## src/rtl/data_mem_arbiter.sv

```systemverilog
// data_mem_arbiter: shares one byte-wide data memory port between the core
// (port C) and the debug/loader (port D). Each granted request is serialized
// into 1, 2 or 4 byte cycles, little-endian, with sign/zero extension of loads.
//
// Optional build macro DM_ALIGN_CHECK_EN: when defined, misaligned half/word
// accesses are rejected through the error path instead of being sequenced.
//
// state | meaning
// IDLE  | arbitrate between pending requests, latch the winner, check validity
// XFER  | one memory byte per cycle, idx = 0 .. N-1
// DONE  | ack/err/rdata of the granted port are presented for one cycle

module data_mem_arbiter #(
   parameter int DEPTH  = 64,
   parameter int ADDR_W = 6
) (
   input  logic              clk,
   input  logic              rst,
   input  logic              c_req,
   input  logic              c_wr,
   input  logic [2:0]        c_ctrl,
   input  logic [31:0]       c_addr,
   input  logic [31:0]       c_wdata,
   output logic              c_ack,
   output logic              c_err,
   output logic [31:0]       c_rdata,
   input  logic              d_req,
   input  logic              d_wr,
   input  logic [2:0]        d_ctrl,
   input  logic [31:0]       d_addr,
   input  logic [31:0]       d_wdata,
   output logic              d_ack,
   output logic              d_err,
   output logic [31:0]       d_rdata,
   output logic              busy,
   output logic [ADDR_W-1:0] mem_addr,
   output logic              mem_we,
   output logic [7:0]        mem_wdata,
   input  logic [7:0]        mem_rdata
);

   typedef enum logic [1:0] {IDLE, XFER, DONE} state_t;

   state_t              state_q;
   logic                last_q;        // 1 = D granted last
   logic                port_q;        // 1 = D owns the current transfer
   logic                wr_q;
   logic [2:0]          ctrl_q;
   logic [ADDR_W-1:0]   addr_q;
   logic [31:0]         wdata_q;
   logic [1:0]          idx_q;
   logic [1:0]          idx_last_q;
   logic [31:0]         buf_q;
   logic                c_ack_q, c_err_q, d_ack_q, d_err_q;
   logic [31:0]         c_rdata_q, d_rdata_q;

   logic                sel_d;
   logic                any_req;
   logic                req_wr;
   logic [2:0]          req_ctrl;
   logic [31:0]         req_addr;
   logic [31:0]         req_wdata;
   logic [2:0]          req_n;
   logic                req_bad;
   logic                misalign;
   logic [31:0]         buf_d;

   function automatic logic [2:0] byte_count(input logic [2:0] ctrl);
      case (ctrl)
         3'b010:         byte_count = 3'd4;
         3'b001, 3'b101: byte_count = 3'd2;
         default:        byte_count = 3'd1;
      endcase
   endfunction

   function automatic logic [31:0] extend(input logic [2:0] ctrl, input logic [31:0] w);
      case (ctrl)
         3'b000:  extend = {{24{w[7]}}, w[7:0]};
         3'b001:  extend = {{16{w[15]}}, w[15:0]};
         3'b100:  extend = {24'd0, w[7:0]};
         3'b101:  extend = {16'd0, w[15:0]};
         default: extend = w;
      endcase
   endfunction

   // Round-robin selection of the requester and validity check of its request.
   always_comb begin
      any_req = c_req | d_req;
      if (c_req && d_req) sel_d = ~last_q;
      else                sel_d = d_req;
      req_wr    = sel_d ? d_wr    : c_wr;
      req_ctrl  = sel_d ? d_ctrl  : c_ctrl;
      req_addr  = sel_d ? d_addr  : c_addr;
      req_wdata = sel_d ? d_wdata : c_wdata;
      req_n     = byte_count(req_ctrl);
`ifdef DM_ALIGN_CHECK_EN
      misalign  = ((req_ctrl[1:0] == 2'b01) && req_addr[0])
               || ((req_ctrl == 3'b010) && (req_addr[1:0] != 2'b00));
`else
      misalign  = 1'b0;
`endif
      // Range check in 33 bits so addresses near 2**32 cannot wrap into range.
      req_bad   = (req_ctrl == 3'b011) || (req_ctrl == 3'b110) || (req_ctrl == 3'b111)
               || (req_ctrl[2] && req_wr)
               || (({1'b0, req_addr} + 33'(req_n)) > 33'(DEPTH))
               || misalign;
   end

   // Load buffer with the current memory byte merged into lane idx.
   always_comb begin
      buf_d = buf_q;
      buf_d[{idx_q, 3'b000} +: 8] = mem_rdata;
   end

   // Memory port is driven only while transferring; zero otherwise.
   always_comb begin
      mem_addr  = '0;
      mem_we    = 1'b0;
      mem_wdata = 8'd0;
      if (state_q == XFER) begin
         mem_addr = addr_q + ADDR_W'(idx_q);
         mem_we   = wr_q;
         if (wr_q) mem_wdata = wdata_q[{idx_q, 3'b000} +: 8];
      end
   end

   // Sequencer: arbitration, byte sequencing and registered port responses.
   always_ff @(posedge clk or posedge rst) begin
      if (rst) begin
         state_q    <= IDLE;
         last_q     <= 1'b1;
         port_q     <= 1'b0;
         wr_q       <= 1'b0;
         ctrl_q     <= 3'd0;
         addr_q     <= '0;
         wdata_q    <= 32'd0;
         idx_q      <= 2'd0;
         idx_last_q <= 2'd0;
         buf_q      <= 32'd0;
         c_ack_q    <= 1'b0;
         c_err_q    <= 1'b0;
         c_rdata_q  <= 32'd0;
         d_ack_q    <= 1'b0;
         d_err_q    <= 1'b0;
         d_rdata_q  <= 32'd0;
      end else begin
         c_ack_q <= 1'b0;
         d_ack_q <= 1'b0;
         case (state_q)
            IDLE: begin
               if (any_req) begin
                  last_q     <= sel_d;
                  port_q     <= sel_d;
                  wr_q       <= req_wr;
                  ctrl_q     <= req_ctrl;
                  addr_q     <= req_addr[ADDR_W-1:0];
                  wdata_q    <= req_wdata;
                  idx_q      <= 2'd0;
                  idx_last_q <= 2'(req_n - 3'd1);
                  buf_q      <= 32'd0;
                  if (req_bad) begin
                     state_q <= DONE;
                     if (sel_d) begin
                        d_ack_q   <= 1'b1;
                        d_err_q   <= 1'b1;
                        d_rdata_q <= 32'd0;
                     end else begin
                        c_ack_q   <= 1'b1;
                        c_err_q   <= 1'b1;
                        c_rdata_q <= 32'd0;
                     end
                  end else begin
                     state_q <= XFER;
                  end
               end
            end
            XFER: begin
               if (!wr_q) buf_q <= buf_d;
               idx_q <= idx_q + 2'd1;
               if (idx_q == idx_last_q) begin
                  state_q <= DONE;
                  if (port_q) begin
                     d_ack_q <= 1'b1;
                     d_err_q <= 1'b0;
                     if (!wr_q) d_rdata_q <= extend(ctrl_q, buf_d);
                  end else begin
                     c_ack_q <= 1'b1;
                     c_err_q <= 1'b0;
                     if (!wr_q) c_rdata_q <= extend(ctrl_q, buf_d);
                  end
               end
            end
            DONE: state_q <= IDLE;
            default: state_q <= IDLE;
         endcase
      end
   end

   assign busy    = (state_q != IDLE);
   assign c_ack   = c_ack_q;
   assign c_err   = c_err_q;
   assign c_rdata = c_rdata_q;
   assign d_ack   = d_ack_q;
   assign d_err   = d_err_q;
   assign d_rdata = d_rdata_q;

endmodule

```

## config.mk

```make
export PLATFORM = sky130hd
export DESIGN_NAME = data_mem_arbiter
export DESIGN_NICKNAME = d
export VERILOG_FILES = /design/src/rtl/data_mem_arbiter.sv
export SDC_FILE = /design/constraint.sdc
export NUM_CORES = 1
export LEC_CHECK = 0
export ABC_AREA = 1
export CAP_MARGIN = 20
export CELL_PAD_IN_SITES_DETAIL_PLACEMENT = 0
export CELL_PAD_IN_SITES_GLOBAL_PLACEMENT = 1
export CORE_MARGIN = 5
export CORE_UTILIZATION = 35
export CTS_CLUSTER_SIZE = 24
export DETAILED_ROUTE_END_ITERATION = 10
export GPL_TIMING_DRIVEN = 0
export PLACE_DENSITY = 0.77
export SLEW_MARGIN = 20
export SYNTH_ARGS = -nofsm -noshare
export SYNTH_HDL_FRONTEND = slang
export SYNTH_SLANG_ARGS = --single-unit
```

## constraint.sdc

```tcl
create_clock -name clk -period 7 [get_ports clk]
set_input_delay 1.4 -clock clk [delete_from_list [all_inputs] [get_ports clk]]
set_output_delay 1.4 -clock clk [all_outputs]
set_load 0.02 [all_outputs]
```

* Word-level counts from Yosys, hierarchy flattened
Index checks and enable logic that the tools add are counted.
Operators by class: shifts and indexed selects 3, multiplexer cells 58, reduce and logical (&&, ||, !) cells 19, bitwise gates (word level) 2, equality and inequality tests 19, magnitude comparators 1, add/subtract/negate cells 5
Operators by type and width (number):
- 32-bit 2-to-1 mux | 15
- 32-bit one-hot mux with 2 select lines | 3
- 32-bit one-hot mux with 4 select lines | 1
- 32-bit by 3-bit adder with 33-bit output | 1
- 33-bit by 7-bit > comparator with 1-bit output, second input constant | 1
- 32-bit bitwise mux | 1
- 8-bit by 7-bit variable shift with 32-bit output, first input constant | 1
- 32-bit by 6-bit indexed part select with 8-bit output | 1
- 8-bit by 7-bit indexed part select with 32-bit output | 1
- 1-bit 2-to-1 mux | 23
- 8-bit 2-to-1 mux | 2
- 3-bit == test, second input constant | 5
- 2-bit != test, second input constant | 7
- 7-bit AND reduction | 2
- 6-bit AND reduction | 2
- 2-bit 2-to-1 mux | 4
- 1-bit one-hot mux with 2 select lines | 4
- 2-bit one-hot mux with 2 select lines | 2
- 5-bit negation with 7-bit output | 1
- 6-bit by 2-bit adder with 6-bit output | 1
- 3-bit by 1-bit == test with 1-bit output, second input constant | 2
- 3-bit by 2-bit == test with 1-bit output, second input constant | 2
- 6-bit 2-to-1 mux | 1
- 3-bit one-hot mux with 2 select lines | 1
- 16 further kinds | 23
Word-level totals: bits of input ports 148, register bits after elaboration 150, output and inout port bits 84, logic and storage cells 123

* Logic depth before layout (Yosys ltp)
Gate-level depths: netlist (run 1).
depth in word-level cells 12, gate-level depth with buffers 32

* Worst setup path before layout (run 1)
Ideal clock, no wire load.
kind in2reg, start point input port d_req, end point register d_rdata_q[31], in the netlist d_rdata[31], stages on the path 29, setup slack 2.018 ns, arrival 4.865 ns, buffers on the path 7, cell sequence buf_4 -> nand2_4 -> buf_4 -> buf_2 -> clkbuf_1 -> clkbuf_1 -> nand2_1 -> nand2_1 -> ha_1 -> inv_1 -> fa_1 -> inv_1 -> a21oi_1 -> inv_1 -> nand2_1 -> nor2_2 -> nand2_1 -> nor2_2 -> nand2_1 -> nand2_1 -> nand2_1 -> nor2_1 -> nand3_1 -> nor3_2 -> nand3_2 -> buf_6 -> buf_6 -> nand4_1 -> nand2_1
Between the ends: elaborated cells on any way between the ends 25, classes of those cells add/sub (1); order compare (1); eq/ne (9); mux (5); bitwise (1); reduce/logical (8)
RTL lines:
- from (decl) | line 27 | input logic d_req,
- 1-bit logical AND | line 89 | if (c_req && d_req) sel_d = ~last_q;
- 1-bit 2-to-1 mux (*) | line 89
- 32-bit 2-to-1 mux (*) | line 93 | req_addr = sel_d ? d_addr : c_addr;
- via req_addr[0] | line 61 | logic [31:0] req_addr;
- 32-bit by 3-bit adder with 33-bit output (*) | line 105 | || (({1'b0, req_addr} + 33'(req_n)) > 33'(DEPTH))
- 33-bit by 7-bit > comparator with 1-bit output (*) | line 105
- 1-bit logical OR (*) | line 105
- 2-bit != test (no source line) (*)
- 7-bit AND reduction (no source line) (*)
- to (signal assigned) | line 185 | if (!wr_q) d_rdata_q <= extend(ctrl_q, buf_d);
- to (decl) | line 55 | logic [31:0] c_rdata_q, d_rdata_q;
The timed path passes the listed nets; every way through them passes the cells marked *. A chain may end at the register's enable or synchronous reset.

* Worst setup path in the final report (run 1)
start point input port c_req, end point register d_rdata_q[0], in the netlist d_rdata[0]
Between the ends: elaborated cells on any way between the ends 25, classes of those cells add/sub (1); order compare (1); eq/ne (9); mux (5); bitwise (1); reduce/logical (8)
RTL lines:
- from (decl) | line 19 | input logic c_req,
- 1-bit logical AND | line 89
- 1-bit 2-to-1 mux | line 89
- 32-bit 2-to-1 mux | line 93
- via req_addr[0] | line 61
- 32-bit by 3-bit adder with 33-bit output | line 105
- 33-bit by 7-bit > comparator with 1-bit output | line 105
- 1-bit logical OR | line 105
- 2-bit != test (no source line)
- 7-bit AND reduction (no source line)
The timed path passes the listed nets, and every way through them passes these cells.

==> metrics.cfg, run 1 <==
[routing]
firstDrtPassIters=5
drt_wl_total_um=31300
drc=0
post_drt_wl_per_cell_um=16.2
ant_nets=0
vias_per_cell=4.91
vias=9506
drtIter0Drc=683

[clock_network]
cts_root_buf=clkbuf_16
cts_buffer_depth=2
clkSlewWorstSetupHoldPaths_ns=0.07
cts_tree=yes
numClockSinks=150
hold_buffers=0
cts_setup_buffers=0
clock_latency_ns=0.44
post_cts_resized=0
htreeDepth=4
numCtsBuffers=17

[sta]
worstMarginPinSlew_ns=0.697
setup-violations-final=0
rsz0062_at_grt=no
fin_crit_sh=0.919
drv_slew=0
skew_ns=0.0104
hold_violations=0
maxSlewHeadroom=0.533
min_period_ns=6.43
max_freq_mhz=156
whs_ns=0.471

[placed_design]
place_congestion=0.870
detailed_place_hpwl_um=24800
numPortBuffers=230

[floorplanning]
die-area_um2=29600
num_rows=59
die_y_um=172
fp.dieW_um=172
initial_utilization=0.354
ios=232
core_um2=26000

[power]
vdd_ir_drop_max_mv=0.178
swShare=0.377
p_switching_mw=1.15
pwr-share-seq=0.359
power.density_nw_per_um2=244
intPower_mw=1.91
clock_power_share=0.314
p_comb_frac=0.327
leakage_nw=5.85

[yosys]
async_flop_share=1.00
synth_top_flop_cell=dfrtp_1
yosysSeqAreaShare=0.408
ys_warn_count=0
synth_nets=1497
ys_seq_elements=150
synth-edff-count=0
yosysUniqueCellTypes=34
syn_inst=1337
syn_area_per_cell_um2=6.88
syn_area_um2=9200

[outcome]
status=finished clean

[finish]
num-fill-cells=2646
multi_input_area_um2=4510
nets=1747
drive_above_1_share=0.0481
syn_to_final_growth_pct=36.7
register_area_um2=3750
finish.utilization=0.484
antenna_cells=0

[worst_setup_path]
endpoint_kind=flip-flop
critPathSlowestCell=clkdlybuf4s50_1
arrival_ns=6.75
required_ns=7.32
worst-path-max-fanout=10
worstSetupStartpointType=primary input
max_stage_delay_ns=0.51
crit_type=in -> reg
cp_common_cell=nand2_1
rrSetupSlack_ns=1.55

[global_route]
overflow=0
grt_pass1_wl_um=49900
grt_pass1_vias=9378
grt_max_degree=97
grtUsageTotal=0.212
grt_antenna_before_repair=0

[worst_hold_path]
min-delay-path-class=reg -> reg

[job]
drv_cap=0

[cell families after synthesis]
| kind of cell | after synthesis | share of synthesized area |
|---|---|---|
| AND/OR/NAND/NOR | 732 | 0.339 |
| buffers and inverters | 219 | 0.102 |
| AO/OA/AOI/OAI | 213 | 0.123 |
| flip-flops | 150 | 0.408 |
| adder cells (fa/ha/maj) | 12 | 0.0180 |
| XOR/XNOR | 11 | 0.0105 |
[power by group through the flow]
stage / Clock [mW] / Combinational, mW / Sequential [mW]
final: 0.961 / 1.00 / 1.10
after global routing: 1.01 / 1.14 / 1.12
after CTS: 0.978 / 1.01 / 1.10
after detailed placement: 0 / 1.01 / 1.11
after global placement: 0 / 0.997 / 1.11
after floorplan: 0 / 0.648 / 1.10
[Yosys cell counts (9+ instances only)]
library cell  number  area share
o21ai_0          122       0.066
nor2_1           162       0.066
clkbuf_1          54       0.022
nand4_1           71       0.048
a21oi_1           34       0.018
nand2_1          403        0.16
ha_1              10       0.014
nand3_1           65       0.035
dfrtp_1          149        0.41
a31oi_1           11      0.0075
o22ai_1           41       0.028
inv_1            134       0.055
buf_6             13       0.016
nand3b_1           9      0.0073
[layout make-up]
type / count / area share
multi-input combinational: 968 / 0.359
sequential: 150 / 0.299
buffer: 78 / 0.0323
tap: 335 / 0.0333
inverter: 141 / 0.0427
clock inverter: 14 / 0.0145
clock buffer: 18 / 0.0341
timing repair buffer: 231 / 0.185
[per-layer routing]
layer / up-vias / part of all wire / track usage
li1: 4849 / - / -
met2: 266 / 0.46 / 0.344
met1: 4356 / 0.47 / 0.296
met3: 35 / 0.054 / 0.0311
met5: - / 0 / 0
met4: 0 / 0.020 / 0.0598
[final timing paths]
check	startpoint	to	cells past startpoint
worst max-delay path	c_req	d_rdata[0]	29
worst min-delay path	last_q	last_q	2
worst max register to register	last_q	d_rdata[0]	28
worst min register to register	last_q	last_q	2
max in group asynchronous	rst	last_q	3
min in group asynchronous	rst	c_rdata[3]	2
[registers in the layout (all words and copies together) (netlist names)]
| name | flops |
|---|---|
| wr_q | 1 |
| buf_q | 32 |
| c_ack | 1 |
| ctrl_q | 3 |
| state_q | 2 |
| d_ack | 1 |
| c_rdata | 32 |
| last_q | 1 |
| d_rdata | 32 |
| idx_last_q | 2 |
| c_err | 1 |
| addr_q | 6 |
| port_q | 1 |
| d_err | 1 |
| idx_q | 2 |
| wdata_q | 32 |
[cell usage in the layout (no fill, tap or decap), drive strengths merged, types with 4 or more instances in the layout]
| cell type | n |
|---|---|
| a21oi | 34 |
| a31oi | 11 |
| buf | 25 |
| clkbuf | 72 |
| clkdlybuf4s50 | 230 |
| clkinv | 6 |
| dfrtp | 149 |
| ha | 10 |
| inv | 147 |
| nand2 | 407 |
| nand3 | 68 |
| nand3b | 9 |
| nand4 | 71 |
| nor2 | 168 |
| nor3 | 6 |
| o21ai | 127 |
| o22ai | 41 |
| xnor2 | 7 |
| xor2 | 4 |
[metrics by stage]
stage                     power, mW  setup TNS, ns  cell area (µm²)  worst slack (ns)  std cells
after floorplan                1.75              0             9200              1.57       1337
after global placement         2.11        -103.42            11900            -0.705       1902
after detailed placement       2.12              0            12000            0.0921       1903
after CTS                      3.09              0            12600             0.520       1935
after global routing           3.27              0            12600            0.0137       1935
final                          3.06              0            12600             0.569       1935
[critical path: cells and delay by family]
kind	cells	cell delay, ns
AO/OA/AOI/OAI	1	0.08
XOR/XNOR	1	0.17
adder cells (fa/ha/maj)	2	0.57
buffers and inverters	9	2.35
AND/OR/NAND/NOR	16	2.17
Power figures use the tool's default switching activity.
==> inputs of run 2 (changes only) <==
--- a/config.mk
+++ b/config.mk
@@ -10,11 +10,11 @@
 export CELL_PAD_IN_SITES_DETAIL_PLACEMENT = 0
 export CELL_PAD_IN_SITES_GLOBAL_PLACEMENT = 1
 export CORE_MARGIN = 5
-export CORE_UTILIZATION = 35
+export CORE_UTILIZATION = 38
 export CTS_CLUSTER_SIZE = 24
 export DETAILED_ROUTE_END_ITERATION = 10
 export GPL_TIMING_DRIVEN = 0
-export PLACE_DENSITY = 0.77
+export PLACE_DENSITY = 0.83
 export SLEW_MARGIN = 20
 export SYNTH_ARGS = -nofsm -noshare
 export SYNTH_HDL_FRONTEND = slang
==> constraint.sdc (replaced) <==
create_clock -name clk -period 8 [get_ports clk]
set_input_delay 0.8 -clock clk [delete_from_list [all_inputs] [get_ports clk]]
set_output_delay 0.8 -clock clk [all_outputs]
set_load 0.02 [all_outputs]
==> run 2 against run 1 <==
Net effect: first-iteration DRC count is 3.8% lower; sequential power decreased by 12%; via count is 0.43% higher; critical path type unchanged; worst setup slack improved by 1.5 ns; critical path depth is the same.
==> metrics.cfg, run 2 (synthesis gave the netlist of run 1 again) <==
[worst_setup_path]
crit_type=in -> reg
worstSetupStartpointType=primary input
max_stage_delay_ns=0.57
reg2regPathDepth=28
required_ns=8.32
cp_common_cell=nand2_1
arrival_ns=6.25
worst-path-max-fanout=10
endpoint_kind=flip-flop
critPathSlowestCell=clkdlybuf4s50_1

[power]
clock_power_share=0.306
swShare=0.376
p_comb_frac=0.330
leakage_nw=5.83
intPower_mw=1.66
pwr-share-seq=0.363
vdd_ir_drop_max_mv=0.153
power.density_nw_per_um2=213
p_switching_mw=1.00

[sta]
rsz0062_at_grt=no
worstMarginPinSlew_ns=0.683
skew_ns=0.00695
min_period_ns=5.93
fin_tns_setup_ns=0
hold_violations=0
drv_slew=0
maxSlewHeadroom=0.543
fin_crit_sh=0.741
setup-violations-final=0
max_freq_mhz=169

[floorplanning]
num_rows=57
die_y_um=166
initial_utilization=0.382
die-area_um2=27400
ios=232
core_um2=24100
fp.dieW_um=166

[placed_design]
detailed_place_hpwl_um=24100
place_congestion=0.900
dp.cells=1893
place_area_um2=11900
numPortBuffers=230

[routing]
vias_per_cell=4.96
drc=0
post_drt_wl_per_cell_um=15.8
drt_wl_total_um=30500
drtIter0Drc=657
ant_nets=0
vias=9547
firstDrtPassIters=5

[clock_network]
clock_latency_ns=0.43
post_cts_resized=0
numCtsBuffers=17
hold_buffers=0
cts_buffer_depth=2
cts_setup_buffers=0
cts_tree=yes
clkSlewWorstSetupHoldPaths_ns=0.07
htreeDepth=4
numClockSinks=150
cts_root_buf=clkbuf_16

[finish]
finalNonFillerCells=1924
final_area_um2=12500
final_common_cell=nand2_1
nets=1748
drive_above_1_share=0.0481
final_cell_mix=nand2_1 (403), clkdlybuf4s50_1 (230), nor2_1 (162)
antenna_cells=0
syn_to_final_growth_pct=36.3

[worst_hold_path]
min-delay-path-class=reg -> reg
whs_path_depth=2

[global_route]
grt_antenna_before_repair=0
overflow=0
grt_max_degree=87
grtUsageTotal=0.224
grt_pass1_vias=9317
grt_pass1_wl_um=48700

[outcome]
status=finished clean

[job]
drv_cap=0

[run 2: final cells by class]
class                   instances  area [µm²]
fillers                      2493       11600
multi-input cells             968        4510
well taps                     324         405
inverters                     141         537
repair buffers                232        2330
plain buffers                  78         407
clock inverters                14         170
flip-flops and latches        150        3750
clock buffers                  17         425
[run 2: path summary, 6_finish.rpt]
| check | from | to | slack, ns |
|---|---|---|---|
| min reg2reg | c_rdata[9] | c_rdata[9] | 0.47 |
| max | c_req | d_rdata[0] | 2.07 |
| min in group asynchronous | rst | c_rdata[4] | 0.86 |
| min | c_rdata[9] | c_rdata[9] | 0.47 |
| max in group asynchronous | rst | addr_q[0] | 6.40 |
| max reg2reg | last_q | d_rdata[0] | 2.52 |
[run 2: critical path: cells and delay by family]
kind	cells	cell delay, ns
buffers and inverters	9	2.48
and+or+nand+nor	16	2.11
adders and majority gates	2	0.57
xor gates and xnor gates	1	0.17
AOI/OAI and AO/OA	1	0.08
[run 2: power by group through the flow]
stage	registers, mW	logic (mW)	clock network (mW)
6_report	0.970	0.881	0.817
5_1_grt	0.985	0.994	0.862
4_1_cts	0.968	0.882	0.829
3_5_place_dp	0.979	0.880	0
3_3_place_gp	0.979	0.865	0
2_1_floorplan	0.966	0.567	0
[run 2: routing by layer]
layer	global-route usage	wire, µm
met1	0.310	14100
met2	0.362	13800
met3	0.0429	2060
met4	0.0596	503
met5	0	0
[run 2: metrics by stage]
step                worst slack [ns]  power [mW]  hold slack, ns  utilization
floorplan                       3.17        1.53           0.448            -
global placement                1.03        1.84           0.457        0.494
detailed placement              1.66        1.86           0.458        0.496
CTS                             2.10        2.68           0.474        0.520
global route                    1.52        2.84           0.491        0.520
finish                          2.07        2.67           0.469        0.520
==> inputs of run 3 (changes only) <==
--- a/config.mk
+++ b/config.mk
@@ -10,11 +10,11 @@
 export CELL_PAD_IN_SITES_DETAIL_PLACEMENT = 0
 export CELL_PAD_IN_SITES_GLOBAL_PLACEMENT = 1
 export CORE_MARGIN = 5
-export CORE_UTILIZATION = 38
+export CORE_UTILIZATION = 35
 export CTS_CLUSTER_SIZE = 24
 export DETAILED_ROUTE_END_ITERATION = 10
 export GPL_TIMING_DRIVEN = 0
-export PLACE_DENSITY = 0.83
+export PLACE_DENSITY = 0.77
 export SLEW_MARGIN = 20
 export SYNTH_ARGS = -nofsm -noshare
 export SYNTH_HDL_FRONTEND = slang
==> constraint.sdc (replaced) <==
create_clock -name clk -period 5.8 [get_ports clk]
set_input_delay 0.58 -clock clk [delete_from_list [all_inputs] [get_ports clk]]
set_output_delay 0.58 -clock clk [all_outputs]
set_load 0.02 [all_outputs]
==> run 3 against run 2 <==
Net effect: clock-buffer cell count up 1; utilization down 3.7 points; via count down 0.61%; worst hold slack better by 0.0027 ns; register-to-register slack worse by 1.8 ns; wire length up 3.0%; power up 39%; highest routed layer unchanged.
==> metrics.cfg, run 3 (synthesis gave the netlist of run 1 again) <==
[outcome]
status=finished clean

[floorplanning]
fp.dieW_um=172
num_rows=59
die_y_um=172
core_um2=26000
initial_utilization=0.354
ios=232
die-area_um2=29600

[placed_design]
place_area_um2=12000
numPortBuffers=230
detailed_place_hpwl_um=24800
place_congestion=0.870
post-place-ws_ns=-0.288

[job]
drv_cap=0

[clock_network]
clkSlewWorstSetupHoldPaths_ns=0.07
htreeDepth=4
cts_root_buf=clkbuf_16
cts_setup_buffers=0
clock_latency_ns=0.43
cts_buffer_depth=2
hold_buffers=0
post_cts_resized=0
cts_tree=yes
numClockSinks=150
numCtsBuffers=17

[sta]
rsz0062_at_grt=no
whs_ns=0.471
hold_violations=0
max_freq_mhz=192
min_period_ns=5.22
worstMarginPinSlew_ns=0.728
worst_slack_ns=0.584
drv_slew=0
maxSlewHeadroom=0.512
fin_crit_sh=0.899
skew_ns=0.0120
setup-violations-final=0

[global_route]
grt_pass1_vias=9378
grtUsageTotal=0.212
overflow=0
grt_max_degree=97
grt_antenna_before_repair=0
grt_pass1_wl_um=49900

[routing]
vias_per_cell=4.91
vias=9489
drtIter0Drc=667
drt_wl_total_um=31400
drc=0
firstDrtPassIters=5
post_drt_wl_per_cell_um=16.2
ant_nets=0

[worst_setup_path]
required_ns=6.12
endpoint_kind=flip-flop
critPathSlowestCell=clkdlybuf4s50_1
arrival_ns=5.54
max_stage_delay_ns=0.51
worst-path-max-fanout=19
critPathBufInv=9
r2r-start=last_q
worstSetupStartpointType=primary input
crit_type=in -> reg
cp_common_cell=nand2_1
cp_top_family=simple AND/OR/NAND/NOR gates
crit_start=c_req

[finish]
antenna_cells=0
drive_above_1_share=0.0488
final_common_cell=nand2_1
final_area_um2=12600
nets=1746
syn_to_final_growth_pct=36.6
final_cell_mix=nand2_1 (403), clkdlybuf4s50_1 (230), nor2_1 (162)

[power]
power.density_nw_per_um2=294
leakage_nw=5.85
vdd_ir_drop_max_mv=0.214

[worst_hold_path]
min-delay-path-class=reg -> reg
min_from=last_q

## run 3: final timing paths
check / to / slack, ns / cells after the start
worst max-delay path: d_rdata[0] / 0.58 / 31
worst min-delay path: last_q / 0.47 / 2
worst max register to register: d_rdata[0] / 0.74 / 30
worst min register to register: last_q / 0.47 / 2
max in group asynchronous: last_q / 4.43 / 3
min in group asynchronous: c_rdata[3] / 0.55 / 2
## run 3: routing by layer
layer,track usage,routed length [µm]
met1,0.296,14800
met3,0.0311,1590
met4,0.0598,625
met5,0,0
met2,0.344,14400
## run 3: per-stage QoR
stage          power (mW)  instances  TNS (ns)   util
2_1_floorplan        2.11       1337         0      -
3_3_place_gp         2.55       1902   -174.28  0.459
3_5_place_dp         2.56       1903    -14.14  0.460
4_1_cts              3.73       1935         0  0.484
5_1_grt              3.95       1934         0  0.484
6_report             3.70       1934         0  0.484
## run 3: power breakdown
part | internal, mW | total, mW | leakage [nW] | switching [mW]
Sequential | 1.22 | 1.33 | 2.00 | 0.104
Combinational | 0.424 | 1.21 | 3.55 | 0.787
Clock | 0.657 | 1.16 | 0.301 | 0.505
## run 3: tightest hold or removal path, stage by stage (launching register included)
cell and delay, ns:
dfstp_2 0.37, nand2_1 0.05, nand2_1 0.04
## run 3: layout make-up
class                   count  area, µm²
fillers                  2648      13400
inverters                 141        537
clock buffers              18        429
repair buffers            231       2330
flip-flops and latches    150       3750
plain buffers              77        404
clock inverters            14        183
well taps                 335        419
multi-input cells         968       4510
